[config.mk]
export PLATFORM = sky130hd
export DESIGN_NAME = sdram_port_arbiter
export DESIGN_NICKNAME = d
export VERILOG_FILES = /design/src/rtl/sdram_arb_pkg.sv /design/src/rtl/arb_priority_sel.sv /design/src/rtl/sdram_port_arbiter.sv
export SDC_FILE = /design/constraint.sdc
export NUM_CORES = 1
export LEC_CHECK = 0
export CELL_PAD_IN_SITES_DETAIL_PLACEMENT = 1
export CELL_PAD_IN_SITES_GLOBAL_PLACEMENT = 2
export CORE_MARGIN = 10
export CORE_UTILIZATION = 29
export CTS_CLUSTER_SIZE = 20
export DETAILED_ROUTE_END_ITERATION = 8
export MAX_ROUTING_LAYER = met4
export PLACE_DENSITY_LB_ADDON = 0.1
export SYNTH_ARGS = -nofsm -noshare
export SYNTH_HDL_FRONTEND = slang
export SYNTH_SLANG_ARGS = --single-unit
[constraint.sdc]
create_clock -name clk -period 4.6 [get_ports clk]
set_clock_uncertainty 0.15 [all_clocks]
set_input_delay 0.69 -clock clk [delete_from_list [all_inputs] [get_ports clk]]
set_output_delay 0.69 -clock clk [all_outputs]
set_load 0.03 [all_outputs]
[src/rtl/sdram_arb_pkg.sv]
// rtl/sdram_arb_pkg.sv - shared constants for the SDRAM command-port arbiter
package sdram_arb_pkg;

  localparam int AW_DEFAULT = 25;

  // Owner encoding as seen on the owner output
  localparam logic [1:0] OWN_NONE = 2'd0;
  localparam logic [1:0] OWN_CPU  = 2'd1;
  localparam logic [1:0] OWN_VID  = 2'd2;

  // Arbiter FSM states
  typedef logic [1:0] state_t;
  localparam state_t ST_IDLE  = 2'd0;
  localparam state_t ST_ISSUE = 2'd1;
  localparam state_t ST_WAIT  = 2'd2;

endpackage

[src/rtl/arb_priority_sel.sv]
// rtl/arb_priority_sel.sv - combinational CPU/video winner selection
module arb_priority_sel #(
  parameter int CPU_MAX_WAIT = 32,
  parameter int VID_BURST    = 4,
  parameter int WW           = 6,
  parameter int SW           = 3
) (
  input  logic          cpu_req,
  input  logic          vid_req,
  input  logic [WW-1:0] cpu_wait,
  input  logic [SW-1:0] vid_streak,
  output logic          grant_cpu,
  output logic          grant_vid
);

  localparam logic [WW-1:0] WAIT_MAX   = WW'(CPU_MAX_WAIT);
  localparam logic [SW-1:0] STREAK_MAX = SW'(VID_BURST);

  logic cpu_override;

  // Video wins by default; a starved CPU or a long video streak hands the port to the CPU
  always_comb begin
    cpu_override = cpu_req && ((cpu_wait >= WAIT_MAX) || (vid_streak >= STREAK_MAX));
    grant_vid    = vid_req && !cpu_override;
    grant_cpu    = cpu_req && !grant_vid;
  end

endmodule

[src/rtl/sdram_port_arbiter.sv]
// rtl/sdram_port_arbiter.sv - shares the SDRAM controller command port between CPU and video
module sdram_port_arbiter
  import sdram_arb_pkg::*;
#(
  parameter int AW           = AW_DEFAULT,
  parameter int VID_BURST    = 4,
  parameter int CPU_MAX_WAIT = 32,
  parameter int TIMEOUT      = 255
) (
  input  logic          clk,
  input  logic          reset,
  input  logic          cpu_req,
  input  logic          cpu_rnw,
  input  logic [AW-1:0] cpu_addr,
  input  logic [7:0]    cpu_din,
  output logic          cpu_ack,
  output logic          cpu_ready,
  input  logic          vid_req,
  input  logic [AW-1:0] vid_addr,
  output logic          vid_ack,
  output logic          vid_ready,
  output logic          ctl_req,
  output logic          ctl_rnw,
  output logic [AW-1:0] ctl_addr,
  output logic [7:0]    ctl_din,
  input  logic          ctl_ack,
  input  logic          ctl_ready,
  input  logic          ctl_busy,
  output logic          timeout_err,
  output logic [1:0]    owner
);

  localparam int WW = $clog2(CPU_MAX_WAIT + 1);
  localparam int SW = $clog2(VID_BURST + 1);
  localparam int TW = $clog2(TIMEOUT + 1);

  localparam logic [WW-1:0] WAIT_MAX   = WW'(CPU_MAX_WAIT);
  localparam logic [SW-1:0] STREAK_MAX = SW'(VID_BURST);
  localparam logic [TW-1:0] WD_LAST    = TW'(TIMEOUT - 1);

  state_t        state;
  logic [WW-1:0] cpu_wait;
  logic [SW-1:0] vid_streak;
  logic [TW-1:0] wd_cnt;

  logic grant_cpu;
  logic grant_vid;
  logic grant_en;
  logic take_cpu;
  logic take_vid;
  logic cpu_owned;

  arb_priority_sel #(
    .CPU_MAX_WAIT (CPU_MAX_WAIT),
    .VID_BURST    (VID_BURST),
    .WW           (WW),
    .SW           (SW)
  ) u_sel (
    .cpu_req    (cpu_req),
    .vid_req    (vid_req),
    .cpu_wait   (cpu_wait),
    .vid_streak (vid_streak),
    .grant_cpu  (grant_cpu),
    .grant_vid  (grant_vid)
  );

  // A grant is only decided in IDLE while the controller is not refreshing
  always_comb begin
    grant_en  = (state == ST_IDLE) && !ctl_busy;
    take_cpu  = grant_en && grant_cpu;
    take_vid  = grant_en && grant_vid;
    cpu_owned = (state != ST_IDLE) && (owner == OWN_CPU);
  end

  // CPU starvation counter: counts cycles a pending CPU request is kept off the port
  always_ff @(posedge clk or posedge reset) begin
    if (reset) begin
      cpu_wait <= '0;
    end else if (!cpu_req || take_cpu) begin
      cpu_wait <= '0;
    end else if (!cpu_owned && (cpu_wait != WAIT_MAX)) begin
      cpu_wait <= cpu_wait + 1'b1;
    end
  end

  // Video streak counter: consecutive video grants taken while the CPU is waiting
  always_ff @(posedge clk or posedge reset) begin
    if (reset) begin
      vid_streak <= '0;
    end else if (!cpu_req || take_cpu) begin
      vid_streak <= '0;
    end else if (take_vid && (vid_streak != STREAK_MAX)) begin
      vid_streak <= vid_streak + 1'b1;
    end
  end

  // Command FSM with registered controller-side and requester-side outputs
  always_ff @(posedge clk or posedge reset) begin
    if (reset) begin
      state       <= ST_IDLE;
      ctl_req     <= 1'b0;
      ctl_rnw     <= 1'b1;
      ctl_addr    <= '0;
      ctl_din     <= '0;
      owner       <= OWN_NONE;
      cpu_ack     <= 1'b0;
      cpu_ready   <= 1'b0;
      vid_ack     <= 1'b0;
      vid_ready   <= 1'b0;
      timeout_err <= 1'b0;
      wd_cnt      <= '0;
    end else begin
      cpu_ack   <= 1'b0;
      cpu_ready <= 1'b0;
      vid_ack   <= 1'b0;
      vid_ready <= 1'b0;
      case (state)
        ST_IDLE: begin
          if (take_vid) begin
            ctl_req  <= 1'b1;
            ctl_rnw  <= 1'b1;
            ctl_addr <= vid_addr;
            ctl_din  <= '0;
            owner    <= OWN_VID;
            state    <= ST_ISSUE;
          end else if (take_cpu) begin
            ctl_req  <= 1'b1;
            ctl_rnw  <= cpu_rnw;
            ctl_addr <= cpu_addr;
            ctl_din  <= cpu_din;
            owner    <= OWN_CPU;
            state    <= ST_ISSUE;
          end
        end
        ST_ISSUE: begin
          if (ctl_ack) begin
            ctl_req <= 1'b0;
            wd_cnt  <= '0;
            cpu_ack <= (owner == OWN_CPU);
            vid_ack <= (owner == OWN_VID);
            if (ctl_ready) begin
              cpu_ready <= (owner == OWN_CPU);
              vid_ready <= (owner == OWN_VID);
              owner     <= OWN_NONE;
              state     <= ST_IDLE;
            end else begin
              state <= ST_WAIT;
            end
          end
        end
        ST_WAIT: begin
          if (ctl_ready) begin
            cpu_ready <= (owner == OWN_CPU);
            vid_ready <= (owner == OWN_VID);
            owner     <= OWN_NONE;
            state     <= ST_IDLE;
          end else if (wd_cnt == WD_LAST) begin
            // Controller never finished: drop the transaction, the requester retries
            timeout_err <= 1'b1;
            owner       <= OWN_NONE;
            state       <= ST_IDLE;
          end else begin
            wd_cnt <= wd_cnt + 1'b1;
          end
        end
        default: begin
          state <= ST_IDLE;
        end
      endcase
    end
  end

endmodule

Word-level counts from Yosys, hierarchy flattened
Cells that the tools add are included. W data, S select, Z words.

Multiply operators: 0. Add/sub/neg operators: 3. Muxes and demuxes: 39. Magnitude comparators: 2. Shift operators: 0. Divide/modulo/power cells: 0. Bitwise logic cells: 1. Reductions and logical operators: 30. Equality and inequality tests: 13.

Operators with widths (number): $mux W25 (2); $mux W8 (5); $mux W2 (9); $pmux W8 S2 (1); $mux W1 (13); $mux W6 (2); $pmux W2 S3 (2); $reduce_bool A2 Y1 (6); $logic_and A1 B1 Y1 (9); $ne A3 B3 Y1 const B (3); $reduce_and A3 Y1 (3); $add A8 B1 Y8 const B (1); $eq A8 B8 Y1 const B (1); $ne A2 B2 Y1 const B (4); $add A6 B1 Y6 const B (1); $ge A6 B6 Y1 const B (1); $mux W3 (2); $ne A6 B6 Y1 const B (1); $pmux W1 S2 (3); $logic_not A1 Y1 (5); $reduce_and A5 Y1 (1); $eq A2 B1 Y1 const B (2); $eq A2 B2 Y1 const B (2); $reduce_and A4 Y1 (1); 7 further kinds (8).

Latch bits: 0. Register bits: 61. Memory bits (read-only): 0. Input port bits: 66. Output and inout port bits: 42. Memories kept: 0. Bits in writable memories: 0.

Longest topological paths before layout
Gate-level depths: netlist (run 1).

Depth after elaboration: 11. Depth in mapped cells: 9.

By module
A second synthesis (run 1) with hierarchy kept.

Cells, all modules: 345. Area total of the unflattened synthesis: 3098.0 sq um.

Modules (own cells, without submodules): sdram_port_arbiter (cells an instance 341, seq. area each 1527.7 sq um, area each 3075.4 sq um, instances 1); arb_priority_sel (cells an instance 4, seq. area each 0.0 sq um, area each 22.5 sq um, instances 1).

Worst setup path after synthesis (run 1)
OpenSTA, ideal clock, no wires.

Path type: input -> register. From: in ctl_ready. To: reg wd_cnt[5]. Setup time: 0.077 ns. Arrival time: 1.700 ns. Required time: 4.373 ns. Stages on the path: 4. Setup slack: 2.673 ns. Buffers on the path: 0. Cell sequence: and2b_2 -> o211ai_2 -> or4_1 -> a21oi_1.

Cells in the longest elaborated chain, start to end: 2.

RTL lines: start: declaration (RTL line sdram_port_arbiter.sv:27) `input logic ctl_ready,`; $ne A2 B2 Y1 (no line); $reduce_and A4 Y1 (no line); end signal: assignment (RTL line sdram_port_arbiter.sv:163) `wd_cnt <= wd_cnt + 1'b1;`; end: declaration (RTL line sdram_port_arbiter.sv:44) `logic [TW-1:0] wd_cnt;`.

No other way between the ends. A chain may end at the register's enable or synchronous reset.

Worst setup path after layout (run 1)
From: in ctl_busy. To: reg vid_streak[2].

Cells in the longest elaborated chain, start to end: 5.

RTL lines: start: declaration (RTL line sdram_port_arbiter.sv:28) `input logic ctl_busy,`; $logic_not A1 Y1 * (RTL line sdram_port_arbiter.sv:69) `grant_en = (state == ST_IDLE) && !ctl_busy;`; $logic_and A1 B1 Y1 * (RTL line sdram_port_arbiter.sv:69); $logic_and A1 B1 Y1 (on tied branches) (RTL line sdram_port_arbiter.sv:70, sdram_port_arbiter.sv:71); $logic_or A1 B1 Y1 or $logic_and A1 B1 Y1 (tied branches) (RTL line sdram_port_arbiter.sv:90, sdram_port_arbiter.sv:92); $mux W3 or $reduce_bool A2 Y1 (tied branches); end signal: assignment (RTL line sdram_port_arbiter.sv:93) `vid_streak <= vid_streak + 1'b1;`; end: declaration (RTL line sdram_port_arbiter.sv:43) `logic [SW-1:0] vid_streak;`.

Mark *: on every way between the ends. The rest lies on a longest branch, timed or not.

==> impl_metrics.toml, run 1 <==
[grt]
grt_max_degree = 57
overflow = 0
first_global_vias = 2732
antenna_found_initial = 0
groute.usage.overall_pct = 13.0
grt_pass1_wl_microns = 14600

[critical_path]
startpoint = "ctl_busy"
endpoint = "vid_streak[2]"
regToRegSetupSlack_ns = 1.81
critical_path_arrival_ns = 2.89
worstReg2RegEnd = "vid_streak[2]"
worstReg2RegStart = "state[0]"
data_required_time_of_the_worst_path_ns = 4.66
cp-end-kind = "register"
timing.critical_path.from_type = "primary input"
path_class = "primary input to register"
worst_r2r_path_depth = 6
cp_max_fo = 56

[sta]
fin_ws_ns = 1.77
worst-slew-pin-transition_ns = 0.888
setup_viol = 0
hold_viol_final = 0
timing.final.max_slew_violations = 0
max_freq_mhz = 353
rsz0062_at_grt = "no"
worst_slew_margin_rel_pct = 40.8
setup-tns-final_ns = 0
post-route-period-util_pct = 61.6
period_needed_ns = 2.83

[power_and_ir_drop]
power_switching_share_pct = 40.1
power_per_cell_area_nw_per_um2 = 587
power.internal_mw = 1.53
total_switching_power_mw = 1.02
leakage_nw = 1.95
share_seq_of_total_power_pct = 33.3
p_comb_share_pct = 47.3
power_mw = 2.55
clock_power_share_pct = 19.5
vdd.ir_drop.worst_mv = 0.239

[finish]
finalNetCount = 472
post-route-cell-area_sq_um = 4340
leading_cell_type_in_the_layout_fill_and_taps_excluded = "sky130_fd_sc_hd__clkdlybuf4s50_1"
num_antenna_cells = 0
drive_gt1_share_pct = 8.25
final_cell_mix = "sky130_fd_sc_hd__clkdlybuf4s50_1, sky130_fd_sc_hd__dfrtp_1, sky130_fd_sc_hd__nand2_1"
area.growth.synth_to_final_pct = 47.0

[yosys]
yosysSeqAreaShare_pct = 51.7
ys_top_cells_by_area = "sky130_fd_sc_hd__dfrtp_1, sky130_fd_sc_hd__mux2i_1, sky130_fd_sc_hd__o21ai_0, sky130_fd_sc_hd__nand2_1, sky130_fd_sc_hd__ha_1"
syn_inst = 286
yosysWarnings = 0
synth_ff_type = "sky130_fd_sc_hd__dfrtp_1"
postSynthRegisterBits = 61
synthesis.area_per_instance_sq_um = 10.3
synthesis.nets = 363
synth.lib_cells_used.distinct = 40
mappedNetlistArea_sq_um = 2960
async_reset_ff_share_pct = 100
synth_edf_count = 0
synth_largest_area_cell = "sky130_fd_sc_hd__dfrtp_1"
yosysTopAreaCellShare_pct = 50.8

[placement]
place.port_buffers = 107
hpwl_microns = 6790
gp_routability_congestion = 0.755
place_area_sq_um = 4140
pre_cts_slack_ns = 1.39

[route]
drt-pass1-iter-count = 4
drc = 0
routed_wire_length_per_instance_microns = 17.0
drt_first_iter_violations = 67
detail-route-antenna-nets = 0
totalWireLength_microns = 9080
avgViaCountPerCell = 4.73
detailroute.via_count = 2521

[die]
chip_width_microns = 121
std_cell_rows = 36
design.die.area_sq_um = 14600
chipHeight_microns = 121
fp.coreArea_sq_um = 9860
floorplan.initialDensity_pct = 30.0
floorplan.io_pins = 108

[cts]
clk_root_buffer_cell = "sky130_fd_sc_hd__clkbuf_8"
cts.hold.buffers_added = 0
tritoncts_sink_count = 61
cts.reportedPaths.clkPinSlew_ns = 0.06
cts_tree = "yes"
clk_latency_ns = 0.34
deepest_clock_path_buffer_count = 2
post_cts_resize_count = 0
cts_buffers = 9
cts.repair_timing.setup_buffer_count = 0
h_tree_depth = 3

[outcome]
outcome = "complete, no violations"

[worst_hold_path]
worstHoldPathType = "register to register"
holdCritStartpoint = "timeout_err"

[run]
cap_violations = 0
worst min-delay path by stage:
stage                     slack, ns           to  cells past startpoint
after global routing           0.34  timeout_err                      1
final                          0.32  timeout_err                      1
after global placement         0.30  timeout_err                      1
after CTS                      0.32  timeout_err                      1
after floorplan                0.35    wd_cnt[3]                      1
after detailed placement       0.31  timeout_err                      1
routing by layer:
layer  wire [microns]  GRT usage, %  share of wire, %  up-vias
met5                0             -                 0        -
met4              101          3.85               1.1        0
met3              331          3.49               3.6       14
met2             4790          22.5                53       51
met1             3850          14.2                42     1236
li1                 -             -                 -     1220
power groups by stage:
stage | combinational, mW | sequential (mW) | clock (mW)
final | 1.20 | 0.848 | 0.496
after global routing | 1.31 | 0.880 | 0.541
after CTS | 1.23 | 0.852 | 0.517
after detailed placement | 1.23 | 0.859 | 0
after global placement | 1.21 | 0.852 | 0
after floorplan | 0.407 | 1.16 | 0
worst max-delay path, stage by stage:
cell                              delay [ns]
sky130_fd_sc_hd__clkdlybuf4s50_1        0.44
sky130_fd_sc_hd__nor2b_1                0.51
sky130_fd_sc_hd__and3_2                 0.89
sky130_fd_sc_hd__and4b_1                0.30
sky130_fd_sc_hd__nor3_1                 0.05
through the flow:
stage / util (%) / hold slack [ns] / instances
after floorplan: - / 0.346 / 286
after global placement: 42.0 / 0.295 / 517
after detailed placement: 42.0 / 0.311 / 517
after CTS: 44.0 / 0.324 / 533
after global routing: 44.0 / 0.341 / 533
final: 44.0 / 0.318 / 533
final cells by class:
| cell class | instances | area, sq um |
|---|---|---|
| clock buffers | 12 | 155 |
| clock inverters | 4 | 47.5 |
| fillers | 1100 | 5520 |
| inverters | 11 | 41.3 |
| multi-input cells | 203 | 1320 |
| flip-flops and latches | 61 | 1530 |
| well taps | 133 | 166 |
| repair buffers | 109 | 1090 |
flip-flops by register name (all words and copies together) (netlist names):
signal	cells
vid_streak	3
cpu_wait	6
ctl_req	1
vid_ready	1
cpu_ack	1
ctl_addr	25
ctl_rnw	1
ctl_din	8
cpu_ready	1
timeout_err	1
vid_ack	1
state	2
owner	2
wd_cnt	8
cells by family after synthesis:
kind of cell	share of synthesized area [%]
AND/OR/NAND/NOR	15.5
AO/OA/AOI/OAI	12.3
flip-flops	51.7
multiplexers	10.3
buffers and inverters	3.77
adder cells (fa/ha/maj)	4.66
XOR/XNOR	1.78
cell usage after synthesis (all sizes together) (4+ instances only):
library cell	count
a21oi	9
inv	11
o21ai	36
nor2	16
nand2	39
nand4	7
xor2	4
nand3	14
a22o	6
or3	4
mux2i	26
o211ai	4
ha	11
buf	9
dfrtp	60
mux2	4
No activity file was read; power rests on OpenSTA's default activity.
==> run 2, diff against run 1 <==
- CORE_UTILIZATION: 29 -> 24
- clock period: 4.6 -> 2.5 ns (I/O delays scaled with it)
==> impl_metrics.toml, run 2 (synthesized netlist as in run 1, its figures left out) <==
[outcome]
outcome = "complete, no violations"

[critical_path]
crit_slowest_cell = "sky130_fd_sc_hd__nor2b_1"
worstReg2RegEnd = "ctl_addr[13]"
critical_path.cell_chain = "inv_1 -> ha_1 -> nor2b_1 -> nand2_2 -> buf_4 -> mux2i_1 -> o21ai_0"
cp_max_fo = 28
crit_path_max_incr_delay_ns = 0.41
cp-end-kind = "register"
data_required_time_of_the_worst_path_ns = 2.54
path_class = "register to register"
critical_path_arrival_ns = 2.22
worst_r2r_path_depth = 7
crit_buf_inv = 2
regToRegSetupSlack_ns = 0.33
worstReg2RegStart = "state[0]"
critPathTopFamily = "simple AND/OR/NAND/NOR gates"
timing.critical_path.from_type = "register"

[run]
cap_violations = 0

[finish]
finalNetCount = 476
reg.largest.list = "ctl_addr: 25 flops, ctl_din: 8 flops, wd_cnt: 8 flops"
final_cell_mix = "sky130_fd_sc_hd__clkdlybuf4s50_1, sky130_fd_sc_hd__dfrtp_1, sky130_fd_sc_hd__nand2_1"
post-route-cell-area_sq_um = 4480
largest_register_ffs = 25
num_antenna_cells = 0
largest_register = "ctl_addr"
final_util_pct = 37.3
area.growth.synth_to_final_pct = 51.6
drive_gt1_share_pct = 8.71
leading_cell_type_in_the_layout_fill_and_taps_excluded = "sky130_fd_sc_hd__clkdlybuf4s50_1"

[cts]
clk_latency_ns = 0.32
h_tree_depth = 3
tritoncts_sink_count = 61
clk_root_buffer_cell = "sky130_fd_sc_hd__clkbuf_16"
cts.reportedPaths.clkPinSlew_ns = 0.05
cts.repair_timing.setup_buffer_count = 0
cts_tree = "yes"
cts_buffers = 9
post_cts_resize_count = 0
cts.hold.buffers_added = 0
deepest_clock_path_buffer_count = 2

[placement]
place_area_sq_um = 4210
gp_routability_congestion = 0.693
place.port_buffers = 107
hpwl_microns = 7280

[grt]
groute.usage.overall_pct = 11.6
first_global_vias = 2645
grt_pass1_wl_microns = 15000
grt_max_degree = 54
antenna_found_initial = 0
overflow = 0

[sta]
period_needed_ns = 2.17
setup_viol = 0
worst_slew_margin_rel_pct = 61.7
timing.final.max_slew_violations = 0
rsz0062_at_grt = "no"
setup-tns-final_ns = 0
max_freq_mhz = 460
hold_viol_final = 0
post-route-period-util_pct = 87.0
worst-slew-pin-transition_ns = 0.571

[die]
chipHeight_microns = 131
design.die.area_sq_um = 17200
fp.coreArea_sq_um = 12000
std_cell_rows = 40
floorplan.initialDensity_pct = 24.6
floorplan.io_pins = 108
chip_width_microns = 131

[power_and_ir_drop]
power_per_cell_area_nw_per_um2 = 1110
power_switching_share_pct = 38.8
leakage_nw = 2.01
power_mw = 4.97
clock_power_share_pct = 22.7
vdd.ir_drop.worst_mv = 0.384
share_seq_of_total_power_pct = 31.6
p_comb_share_pct = 45.7
power.internal_mw = 3.04
total_switching_power_mw = 1.93

[route]
detailroute.via_count = 2554
totalWireLength_microns = 9580
detail-route-antenna-nets = 0
drt_first_iter_violations = 102
routed_wire_length_per_instance_microns = 17.4
avgViaCountPerCell = 4.65
drc = 0
drt-pass1-iter-count = 4

[worst_hold_path]
worstHoldPathType = "primary input to async pin"
run 2: changes by cell type in the layout (fill, tap and decap cells not counted), sizes merged:
cell,delta
clkinvlp,-1
bufinv,-1
buf,+4
run 2: per-layer routing:
metal  wire length [microns]  global-route usage (%)  share of wire (%)
met1                    4360                    13.8                 46
met2                    4760                    19.2                 50
met3                     353                    2.38                3.7
met4                      99                    4.12                1.0
met5                       0                       -                  0
run 2: how the worst max path moves through the flow:
stage | startpoint | to | slack [ns] | cells past startpoint
global placement | ctl_ready | wd_cnt[5] | 0.27 | 5
global route | state[0] | ctl_addr[14] | 0.13 | 7
CTS | state[0] | ctl_addr[13] | 0.31 | 7
detailed placement | ctl_ready | wd_cnt[5] | 0.25 | 5
finish | state[0] | ctl_addr[13] | 0.33 | 7
floorplan | reset | cpu_ack | 0.46 | 1
run 2: worst register-to-register path, stage by stage (launching register included):
cell,delay [ns]
sky130_fd_sc_hd__dfrtp_1,0.40
sky130_fd_sc_hd__inv_1,0.12
sky130_fd_sc_hd__ha_1,0.22
sky130_fd_sc_hd__nor2b_1,0.41
sky130_fd_sc_hd__nand2_2,0.10
sky130_fd_sc_hd__buf_4,0.29
sky130_fd_sc_hd__mux2i_1,0.26
sky130_fd_sc_hd__o21ai_0,0.10
run 2: power groups by stage:
stage	combinational (mW)	clock [mW]	sequential (mW)
global route	2.45	1.22	1.62
global placement	2.30	0	1.57
detailed placement	2.32	0	1.59
finish	2.27	1.13	1.57
floorplan	0.748	0	2.14
CTS	2.33	1.17	1.58
run 2: area by class of cell:
cell class,count,area (sq um)
inverters,11,41.3
well taps,147,184
repair buffers,113,1140
multi-input cells,203,1320
clock buffers,12,256
fillers,1375,7530
flip-flops and latches,61,1530
clock inverters,2,10.0
run 2: metrics by stage:
stage | setup WS (ns) | hold slack (ns) | instances
after floorplan | 0.464 | 0.342 | 286
after global placement | 0.266 | 0.294 | 535
after detailed placement | 0.245 | 0.299 | 535
after CTS | 0.314 | 0.233 | 549
after global routing | 0.130 | 0.250 | 549
final | 0.325 | 0.225 | 549
==> run 3, diff against run 2 <==
- CORE_UTILIZATION: 24 -> 23
- SYNTH_HIERARCHICAL: unset -> 1
- TNS_END_PERCENT: unset -> 5
- clock period: 2.5 -> 2 ns (I/O delays scaled with it)
==> impl_metrics.toml, run 3 <==
[critical_path]
timing.critical_path.from_type = "register"
crit_path_max_incr_delay_ns = 0.71
critical_path.cell_chain = "clkdlybuf4s50_1"
cp_max_fo = 6
cp-end-kind = "primary output"
path_class = "register to primary output"
critPathTopFamily = "buffers and inverters"
crit_buf_inv = 1
crit_slowest_cell = "sky130_fd_sc_hd__clkdlybuf4s50_1"
critical_path_arrival_ns = 1.46
data_required_time_of_the_worst_path_ns = 1.55

[placement]
pre_cts_slack_ns = -0.125
hpwl_microns = 7800
gp_routability_congestion = 0.751
place_area_sq_um = 4490
place.port_buffers = 107

[power_and_ir_drop]
power_switching_share_pct = 39.7
power_per_cell_area_nw_per_um2 = 1400
leakage_nw = 2.11
share_seq_of_total_power_pct = 29.4
vdd.ir_drop.worst_mv = 0.499
total_switching_power_mw = 2.68
power.internal_mw = 4.07
clock_power_share_pct = 21.4
p_comb_share_pct = 49.2

[finish]
reg.largest.list = "ctl_addr: 25 flops, ctl_din: 8 flops, wd_cnt: 8 flops"
leading_cell_type_in_the_layout_fill_and_taps_excluded = "sky130_fd_sc_hd__clkdlybuf4s50_1"
final_cell_mix = "sky130_fd_sc_hd__clkdlybuf4s50_1, sky130_fd_sc_hd__nand2_1, sky130_fd_sc_hd__dfrtp_1"
drive_gt1_share_pct = 10.0
area.growth.synth_to_final_pct = 55.5
regArea_sq_um = 1530
final_util_pct = 36.4
multi_input_comb_area_sq_um = 1480
finalNetCount = 542
num_antenna_cells = 0
post-route-cell-area_sq_um = 4820
filler_cell_count = 1541
largest_register_ffs = 25
largest_register = "ctl_addr"

[die]
std_cell_rows = 42
fp.coreArea_sq_um = 13200
chipHeight_microns = 136
design.die.area_sq_um = 18500
floorplan.io_pins = 108
floorplan.initialDensity_pct = 23.4
chip_width_microns = 136

[cts]
cts_buffers = 9
clk_root_buffer_cell = "sky130_fd_sc_hd__clkbuf_16"
cts.repair_timing.setup_buffer_count = 0
tritoncts_sink_count = 61
cts.reportedPaths.clkPinSlew_ns = 0.05
h_tree_depth = 3
clk_latency_ns = 0.33
cts_tree = "yes"
deepest_clock_path_buffer_count = 2

[yosys]
synth.lib_cells_used.distinct = 48
synth_largest_area_cell = "sky130_fd_sc_hd__dfrtp_1"
yosysWarnings = 6
ys_top_cells_by_area = "sky130_fd_sc_hd__dfrtp_1, sky130_fd_sc_hd__nand2_1, sky130_fd_sc_hd__a31oi_1, sky130_fd_sc_hd__nor2_1, sky130_fd_sc_hd__ha_1"
synth_ff_type = "sky130_fd_sc_hd__dfrtp_1"
post-synth-top-count-cell = "sky130_fd_sc_hd__nand2_1"
postSynthRegisterBits = 61
synth_edf_count = 0
synthesis.area_per_instance_sq_um = 8.98
synthesis.nets = 422
syn_inst = 345
yosysTopAreaCellShare_pct = 48.5
synth_compound_gate_area_share_pct = 13.6
yosysSeqAreaShare_pct = 49.3
combinational_family_with_the_most_area_after_synthesis = "simple AND/OR/NAND/NOR gates"
async_reset_ff_share_pct = 100
synth-xor-area-share_pct = 1.70
synth-adder-area-share_pct = 4.44
synth.cells.most_frequent = "sky130_fd_sc_hd__nand2_1, sky130_fd_sc_hd__dfrtp_1, sky130_fd_sc_hd__nor2_1"
mappedNetlistArea_sq_um = 3100
yosys-mux-area-fraction_pct = 2.18
synth-simple-area-share_pct = 24.9

[route]
drt-pass1-iter-count = 4
detailroute.via_count = 2896
totalWireLength_microns = 10900
drt_first_iter_violations = 107
drc = 0
detail-route-antenna-nets = 0
avgViaCountPerCell = 4.48
routed_wire_length_per_instance_microns = 16.8

[sta]
max_freq_mhz = 524
fin_ws_ns = 0.0920
rsz0062_at_grt = "no"
timing.final.max_slew_violations = 0
setup_viol = 0
worst_slew_margin_rel_pct = 72.3
hold_viol_final = 0
worst-slew-pin-transition_ns = 0.414
period_needed_ns = 1.91
post-route-period-util_pct = 95.4

[grt]
first_global_vias = 3087
antenna_found_initial = 0
overflow = 0
grt_pass1_wl_microns = 17200
groute.usage.overall_pct = 12.1
grt_max_degree = 62

[run]
cap_violations = 0

[outcome]
outcome = "complete, no violations"

[worst_hold_path]
worstHoldPathType = "primary input to async pin"
==> run 3: changes by cell type after synthesis, moves of 5 or more <==
cell / delta
sky130_fd_sc_hd__nand2_1: +37
sky130_fd_sc_hd__nor2_1: +29
sky130_fd_sc_hd__a31oi_1: +28
sky130_fd_sc_hd__o21ai_0: -25
sky130_fd_sc_hd__mux2i_1: -23
sky130_fd_sc_hd__nand3_1: -8
sky130_fd_sc_hd__nor2b_1: +7
sky130_fd_sc_hd__clkbuf_1: +6
sky130_fd_sc_hd__a22o_1: -5
==> run 3: final cells by class <==
class	instances	share of cell area (%)
inverter	9	0.701
timing repair buffer	126	26.6
tap	176	4.57
sequential	61	31.7
clock buffer	15	5.56
multi-input combinational	258	30.8
clock inverter	1	0.104
==> run 3: power groups by stage <==
stage               Sequential (mW)  Combinational, mW  Clock, mW
floorplan                      2.74               1.09          0
global placement               1.98               3.27          0
detailed placement             2.01               3.30          0
CTS                            1.99               3.31       1.50
global route                   2.06               3.62       1.57
finish                         1.98               3.32       1.44
==> run 3: worst paths after layout <==
| path | startpoint | end | slack, ns | cells after the start |
|---|---|---|---|---|
| min in group clk | timeout_err | timeout_err | 0.31 | 1 |
| setup reg to reg | state[0] | wd_cnt[3] | 0.11 | 6 |
| hold reg to reg | timeout_err | timeout_err | 0.31 | 1 |
| hold / removal | reset | cpu_ready | 0.22 | 3 |
| max in group asynchronous | reset | ctl_rnw | 1.17 | 3 |
| setup / recovery | owner[1] | owner[1] | 0.09 | 1 |
==> run 3: layer usage <==
metal | wire [microns] | GRT usage, %
met4 | 199 | 4.85
met2 | 4950 | 18.0
met5 | 0 | -
met1 | 5160 | 15.6
met3 | 554 | 2.77
==> run 3: through the flow <==
step | std cells | TNS, ns | total power, mW | hold WS, ns
CTS | 645 | 0 | 6.79 | 0.238
floorplan | 345 | 0 | 3.84 | 0.262
global placement | 629 | -0.240 | 5.26 | 0.296
finish | 646 | 0 | 6.74 | 0.223
global route | 646 | 0 | 7.25 | 0.264
detailed placement | 629 | -1.83 | 5.31 | 0.296
==> run 3: repair_timing <==
action,CTS,global route
endpoints found under the setup margin,1,40
gates cloned,0,1
pin swaps,0,1
gates resized for setup,1,9
hold buffers,0,0
==> run 3: logic make-up (layout without fill, tap and decap cells) <==
| kind of cell | after synthesis | count (layout) |
|---|---|---|
| AO/OA/AOI/OAI | 68 | 68 |
| XOR/XNOR | 6 | 6 |
| adder cells (fa/ha/maj) | 11 | 11 |
| buffers and inverters | 26 | 151 |
| flip-flops | 61 | 61 |
| multiplexers | 6 | 6 |
| AND/OR/NAND/NOR | 167 | 167 |
